### src/rtl/cache_fill_fsm_pkg.sv
// Purpose : shared geometry, address field positions and FSM encoding for the cache fill path.
// Latency : n/a (types and constants only).
// Backpressure: n/a.
// Geometry: 16-bit byte address = tag[15:11] | index[10:4] | word offset[3:1] | byte[0].
package cache_fill_fsm_pkg;

    localparam int ADDR_W  = 16;
    localparam int WORDS   = 8;
    localparam int SETS    = 128;
    localparam int TAG_W   = 5;
    localparam int DATA_W  = 16;

    localparam int OFF_W   = $clog2(WORDS);   // 3
    localparam int IDX_W   = $clog2(SETS);    // 7
    localparam int OFF_LSB = 1;
    localparam int IDX_LSB = OFF_LSB + OFF_W; // 4
    localparam int TAG_LSB = IDX_LSB + IDX_W; // 11

    // Block address = tag + index, i.e. the byte address with offset and byte bits stripped.
    localparam int BLK_W   = ADDR_W - IDX_LSB; // 12

    localparam logic [OFF_W-1:0] LAST_WORD = OFF_W'(WORDS - 1);

    typedef enum logic {
        IDLE = 1'b0,
        FILL = 1'b1
    } state_t;

    // Byte address of word 'off' inside block 'blk'.
    function automatic logic [ADDR_W-1:0] word_addr(input logic [BLK_W-1:0] blk,
                                                    input logic [OFF_W-1:0] off);
        return {blk, off, 1'b0};
    endfunction

endpackage

### src/rtl/cache_fill_fsm_onehot_dec.sv
// Purpose : binary -> one-hot decoder, used for set (7->128) and word (3->8) enables.
// Latency : combinational.
// Backpressure: none.
// Ports   : sel (binary index), onehot (exactly one bit set at position sel).
module onehot_dec #(
    parameter int N = 8,
    parameter int W = $clog2(N)
) (
    input  logic [W-1:0] sel,
    output logic [N-1:0] onehot
);

    always_comb begin
        onehot      = '0;
        onehot[sel] = 1'b1;
    end

endmodule

### src/rtl/cache_fill_fsm.sv
// Purpose : direct-mapped cache miss handler; fetches an 8-word block from pipelined memory,
//           writes each returned word into the data array, then writes the tag once the line is whole.
// Latency : stall is combinational in the miss cycle; each returned word is written on the edge it is valid.
// Backpressure: none toward memory (reads issued back-to-back); pipeline held via fsm_busy for the whole fill.
// Ports   : clk/rst (async active-low); miss_detected/miss_address from the pipeline;
//           mem_en/memory_address/memory_data/memory_data_valid to main memory;
//           write_data_array/block_enable/word_enable/data_out to the data array;
//           write_tag_array/tag_out to the tag array; fsm_busy stall; fill_done completion pulse.
module cache_fill_fsm
    import cache_fill_fsm_pkg::*;
(
    input  logic                clk,
    input  logic                rst,
    input  logic                miss_detected,
    input  logic [ADDR_W-1:0]   miss_address,
    input  logic [DATA_W-1:0]   memory_data,
    input  logic                memory_data_valid,
    output logic                fsm_busy,
    output logic                mem_en,
    output logic [ADDR_W-1:0]   memory_address,
    output logic                write_data_array,
    output logic [SETS-1:0]     block_enable,
    output logic [WORDS-1:0]    word_enable,
    output logic [DATA_W-1:0]   data_out,
    output logic                write_tag_array,
    output logic [TAG_W-1:0]    tag_out,
    output logic                fill_done
);

    state_t             state_q, state_d;
    // One extra bit so the counter can rest at WORDS once every read has been issued.
    logic [OFF_W:0]     issue_cnt_q, issue_cnt_d;
    logic [OFF_W-1:0]   recv_cnt_q, recv_cnt_d;
    logic [BLK_W-1:0]   blk_q, blk_d;

    logic [SETS-1:0]    set_oh;
    logic [WORDS-1:0]   word_oh;

    // Offset/byte bits of the miss address are irrelevant: the whole block is fetched.
    logic               unused_addr_bits;
    assign unused_addr_bits = ^miss_address[IDX_LSB-1:0];

    onehot_dec #(.N(SETS)) u_set_dec (
        .sel    (blk_q[IDX_W-1:0]),
        .onehot (set_oh)
    );

    onehot_dec #(.N(WORDS)) u_word_dec (
        .sel    (recv_cnt_q),
        .onehot (word_oh)
    );

    always_ff @(posedge clk or negedge rst) begin
        if (!rst) begin
            state_q     <= IDLE;
            issue_cnt_q <= '0;
            recv_cnt_q  <= '0;
            blk_q       <= '0;
        end else begin
            state_q     <= state_d;
            issue_cnt_q <= issue_cnt_d;
            recv_cnt_q  <= recv_cnt_d;
            blk_q       <= blk_d;
        end
    end

    always_comb begin
        state_d          = state_q;
        issue_cnt_d      = issue_cnt_q;
        recv_cnt_d       = recv_cnt_q;
        blk_d            = blk_q;
        fsm_busy         = 1'b0;
        mem_en           = 1'b0;
        memory_address   = '0;
        write_data_array = 1'b0;
        word_enable      = '0;
        data_out         = '0;
        write_tag_array  = 1'b0;
        tag_out          = '0;
        fill_done        = 1'b0;
        // Set select is only qualified by write_data_array, so it may idle at the last index.
        block_enable     = set_oh;

        case (state_q)
            IDLE: begin
                // Returned data outside a fill is ignored.
                if (miss_detected) begin
                    fsm_busy = 1'b1;
                    blk_d    = miss_address[ADDR_W-1:IDX_LSB];
                    state_d  = FILL;
                end
            end

            FILL: begin
                fsm_busy = 1'b1;

                // Memory is pipelined: issue every cycle regardless of returns.
                if (!issue_cnt_q[OFF_W]) begin
                    mem_en         = 1'b1;
                    memory_address = word_addr(blk_q, issue_cnt_q[OFF_W-1:0]);
                    issue_cnt_d    = issue_cnt_q + 1'b1;
                end

                if (memory_data_valid) begin
                    write_data_array = 1'b1;
                    word_enable      = word_oh;
                    data_out         = memory_data;
                    recv_cnt_d       = recv_cnt_q + 1'b1;

                    // Tag goes in only with the final word so a partial line never looks valid.
                    if (recv_cnt_q == LAST_WORD) begin
                        write_tag_array = 1'b1;
                        tag_out         = blk_q[BLK_W-1 -: TAG_W];
                        fill_done       = 1'b1;
                        state_d         = IDLE;
                        issue_cnt_d     = '0;
                        recv_cnt_d      = '0;
                    end
                end
            end

            default: state_d = IDLE;
        endcase
    end

endmodule

### config.mk
export PLATFORM = sky130hd
export DESIGN_NAME = cache_fill_fsm
export DESIGN_NICKNAME = d
export VERILOG_FILES = /design/src/rtl/cache_fill_fsm_pkg.sv /design/src/rtl/cache_fill_fsm_onehot_dec.sv /design/src/rtl/cache_fill_fsm.sv
export SDC_FILE = /design/constraint.sdc
export NUM_CORES = 1
export LEC_CHECK = 0
export BUFFER_PORTS_ARGS = -buffer_cell sky130_fd_sc_hd__buf_2
export CAP_MARGIN = 10
export CORE_AREA = 2 2 83 85
export DETAILED_ROUTE_END_ITERATION = 6
export DIE_AREA = 0 0 85 87
export PLACE_DENSITY = 0.72
export SETUP_SLACK_MARGIN = 0.4
export SLEW_MARGIN = 20
export SYNTH_ARGS = -nofsm -noshare
export SYNTH_HDL_FRONTEND = slang
export SYNTH_SLANG_ARGS = --single-unit
### constraint.sdc
create_clock -name clk -period 2.1 [get_ports clk]
set_input_delay 0.315 -clock clk [delete_from_list [all_inputs] [get_ports clk]]
set_output_delay 0.315 -clock clk [all_outputs]
set_load 0.02 [all_outputs]
==> flow_summary_export.csv <==
group,metric,value,unit
route,dr.pass1.iters,4,
placement,portBuffers,208,
floorplanning,die_x,85,microns
power_and_ir_drop,ir_drop,0.0007439,V
worst_setup_path,path_buf_inv,1,
clock_network,hold_buffers,0,
worst_setup_path,cpMaxStageDelayCell,"dfrtp_2",
cells_and_area,n_antenna_cell,0,
synthesis,synth_cells,299,
cells_and_area,nFillCells,440,
synthesis,ys_async_sr_fraction,1.000,
cells_and_area,drive_gt1_frac,0.7491,
outcome,status,"complete, no violations",
worst_setup_path,r2r_cells,5,
power_and_ir_drop,p_per_area,1060,mW/mm^2
placement,place.gp.congestion,0.7823,
route,ant_nets,0,
synthesis,yosysWarnings,0,
synthesis,synth_edf_count,0,
synthesis,yosysSeqAreaShare,0.2527,
global_routing,antenna_found_initial,0,
sta,setup_tns,0,ns
route,wl_per_cell,18.22,microns
route,avgViaCountPerCell,5.113,
clock_network,clockRootBuffer,"clkbuf_8",
hold_path,worstHoldPathType,"in2async",
power_and_ir_drop,comb_power_share,0.770,
sta,rsz0062_at_grt,"true",
route,dr.max_layer_used,"met4",
worst_setup_path,critPathTopFamily,"simple AND/OR/NAND/NOR gates",
synthesis,ys_types,29,
synthesis,synth_area_leaders,"dfrtp_1 25%, nor2_1 24%, mux2_2 6.8%",
power_and_ir_drop,p_switching,2.695,mW
worst_setup_path,path_cells,"nor2_4 > nand3_4 > nor2_2 > buf_6",
floorplanning,core,0.006569,sq mm
worst_setup_path,worstSetupStartpoint,"blk_q[5]",
clock_network,clock_latency,0.25,ns
cells_and_area,syn2layout_area_growth,133.7,%
power_and_ir_drop,clkPwrFrac,0.050,
route,routed_wl,11120,microns
worst_setup_path,cp.depth,4,
worst_setup_path,start_kind,"flop",
global_routing,gr-total-overflow,0,
power_and_ir_drop,p_leak,2.217,nW
sta,finalCritPeriodShare,0.9350,
cells_and_area,regArea,514.2,sq um
sta,max_freq,0.5093,GHz
clock_network,clkSinkCount,20,
floorplanning,initial_utilization,0.3015,
cells_and_area,nets,573,
worst_setup_path,cp_max_fo,8,
worst_setup_path,max_stage_delay,0.48,ns
worst_setup_path,critical_path_arrival,1.65,ns
clock_network,cts_made_buffers,3,
sta,min_period,1.964,ns
clock_network,path_clk_slew,0.07,ns
global_routing,grt_usage,0.2302,
power_and_ir_drop,netSwitchingFraction,0.5490,
worst_setup_path,rr_startpoint,"state_q",
worst_setup_path,crit_path_end_kind,"primary output",
floorplanning,design.die.area,0.007395,sq mm
synthesis,yosys_register_bits,20,
clock_network,clk_path_buf_depth,2,
synthesis,mappedNetlistArea,0.001981,sq mm
sta,drv_slew,0,
route,drc,0,
sta,setup_violations,0,
synthesis,synth_top_area_share,0.2527,
synthesis,yosys.area.top_type,"dfrtp_1",
clock_network,tritoncts,"done",
worst_setup_path,cp.required,1.78,ns
floorplanning,die_y,87,microns
power_and_ir_drop,p_seq_frac,0.180,
route,drt_iter0_drc,136,
sta,clock_skew,0.004050,ns
worst_setup_path,worst-setup-path-type,"reg2out",
synthesis,synth.most_common_cell,"nor2_1",
sta,hold_violations,0,
synthesis,synth_nets,340,
route,drt-met1-wl,3934,microns
route,num_vias,3119,
placement,place_ws,0.2889,ns
route,route.met3.wl,890,microns
floorplanning,pin_count,214,
global_routing,grt_pass1_wl,13820,microns
power_and_ir_drop,p_int,2.214,mW
synthesis,ys.flop_type,"dfrtp_1",
floorplanning,rows,30,
sta,fin_ws,0.1365,ns
route,wl_met2,5860,microns
cells_and_area,multi_input_area,0.002003,sq mm
placement,hpwl,6095,microns
synthesis,synth_area_per_cell,6.624,sq um
flow_run,drv_cap,0,
clock_network,cts.htree.levels,1,
global_routing,grt_pass1_vias,2680,
synthesis,ys_top_cells_by_count,"128 x nor2_1, 20 x dfrtp_1, 19 x and2_1, 19 x and3_1, 19 x nand2_1",
global_routing,grt_max_degree,21,
[power groups by stage]
stage | Clock, mW | Sequential [mW] | Combinational, mW
2_1_floorplan | 0 | 0.678 | 1.71
3_3_place_gp | 0 | 0.839 | 2.01
3_5_place_dp | 0 | 0.856 | 2.05
4_1_cts | 0.253 | 0.858 | 2.90
5_1_grt | 0.274 | 0.921 | 3.99
6_report | 0.246 | 0.885 | 3.78
[registers in the layout, indices dropped and copies added, names as in the netlist]
signal       flops
issue_cnt_q      4
recv_cnt_q       3
state_q          1
blk_q           12
[worst paths after layout]
check | end | slack (ns)
min in group clk | blk_q[5] | 0.29
min reg2reg | blk_q[8] | 0.54
min | recv_cnt_q[1] | 0.008
max | block_enable[26] | 0.14
max reg2reg | blk_q[11] | 0.50
max in group asynchronous | recv_cnt_q[0] | 1.75
[kinds of logic (layout without fill, tap and decap cells)]
group                      after synthesis  count (layout)  synth area share
AOI/OAI and AO/OA                        1               1          0.002524
xor gates and xnor gates                 2               2          0.008846
adders and majority gates                5               5           0.03159
buffers and inverters                   29             259           0.09223
DFF                                     20              20            0.2527
muxes                                   14              14           0.07833
other                                    1               1          0.001893
and+or+nand+nor                        227             228            0.5319
[layout by cell type, fill, tap and decap left out, types with 3 or more instances in the layout]
cell	count
nor2b_4	4
nand2_4	9
buf_2	106
nor2_2	29
dfrtp_2	11
buf_4	71
buf_6	70
and2_1	14
and2_4	5
and3_1	17
nand3_4	6
ha_4	3
dfrtp_1	9
nand3b_1	5
clkbuf_8	3
nor2_1	63
buf_12	3
nor2_4	49
mux2_2	12
nand2_1	7
buf_8	3
[routing by layer]
metal | vias up | track usage
met5 | - | 0
met4 | 0 | 0.08658
met1 | 1486 | 0.2677
li1 | 1413 | -
met3 | 38 | 0.03791
met2 | 182 | 0.4226
[through the flow]
stage / area (sq um) / instances / util / hold slack (ns) / power (mW)
floorplan: 1986 / 299 / - / 0.01941 / 2.385
global placement: 3015 / 569 / 0.4590 / 0.2893 / 2.849
detailed placement: 3015 / 569 / 0.4590 / 0.2967 / 2.909
CTS: 3814 / 595 / 0.5806 / 0.02056 / 4.013
global route: 4629 / 610 / 0.7048 / 0.03129 / 5.186
finish: 4629 / 610 / 0.7048 / 0.008016 / 4.909
[final cells by class]
class	count	area share
Timing Repair Buffer	253	0.4227
Tap cell	80	0.02162
Multi-Input combinational cell	251	0.4327
Sequential cell	20	0.1111
Inverter	3	0.002973
Clock buffer	3	0.008919
[what timing repair did]
action,in CTS,in global routing
endpoints found under the setup margin,155,154
resized for setup,186,194
hold endpoints to repair,0,0
pin swaps,27,35
gates cloned,2,2
buffers inserted,21,13
Note: power is estimated with default switching activity, not from simulation.
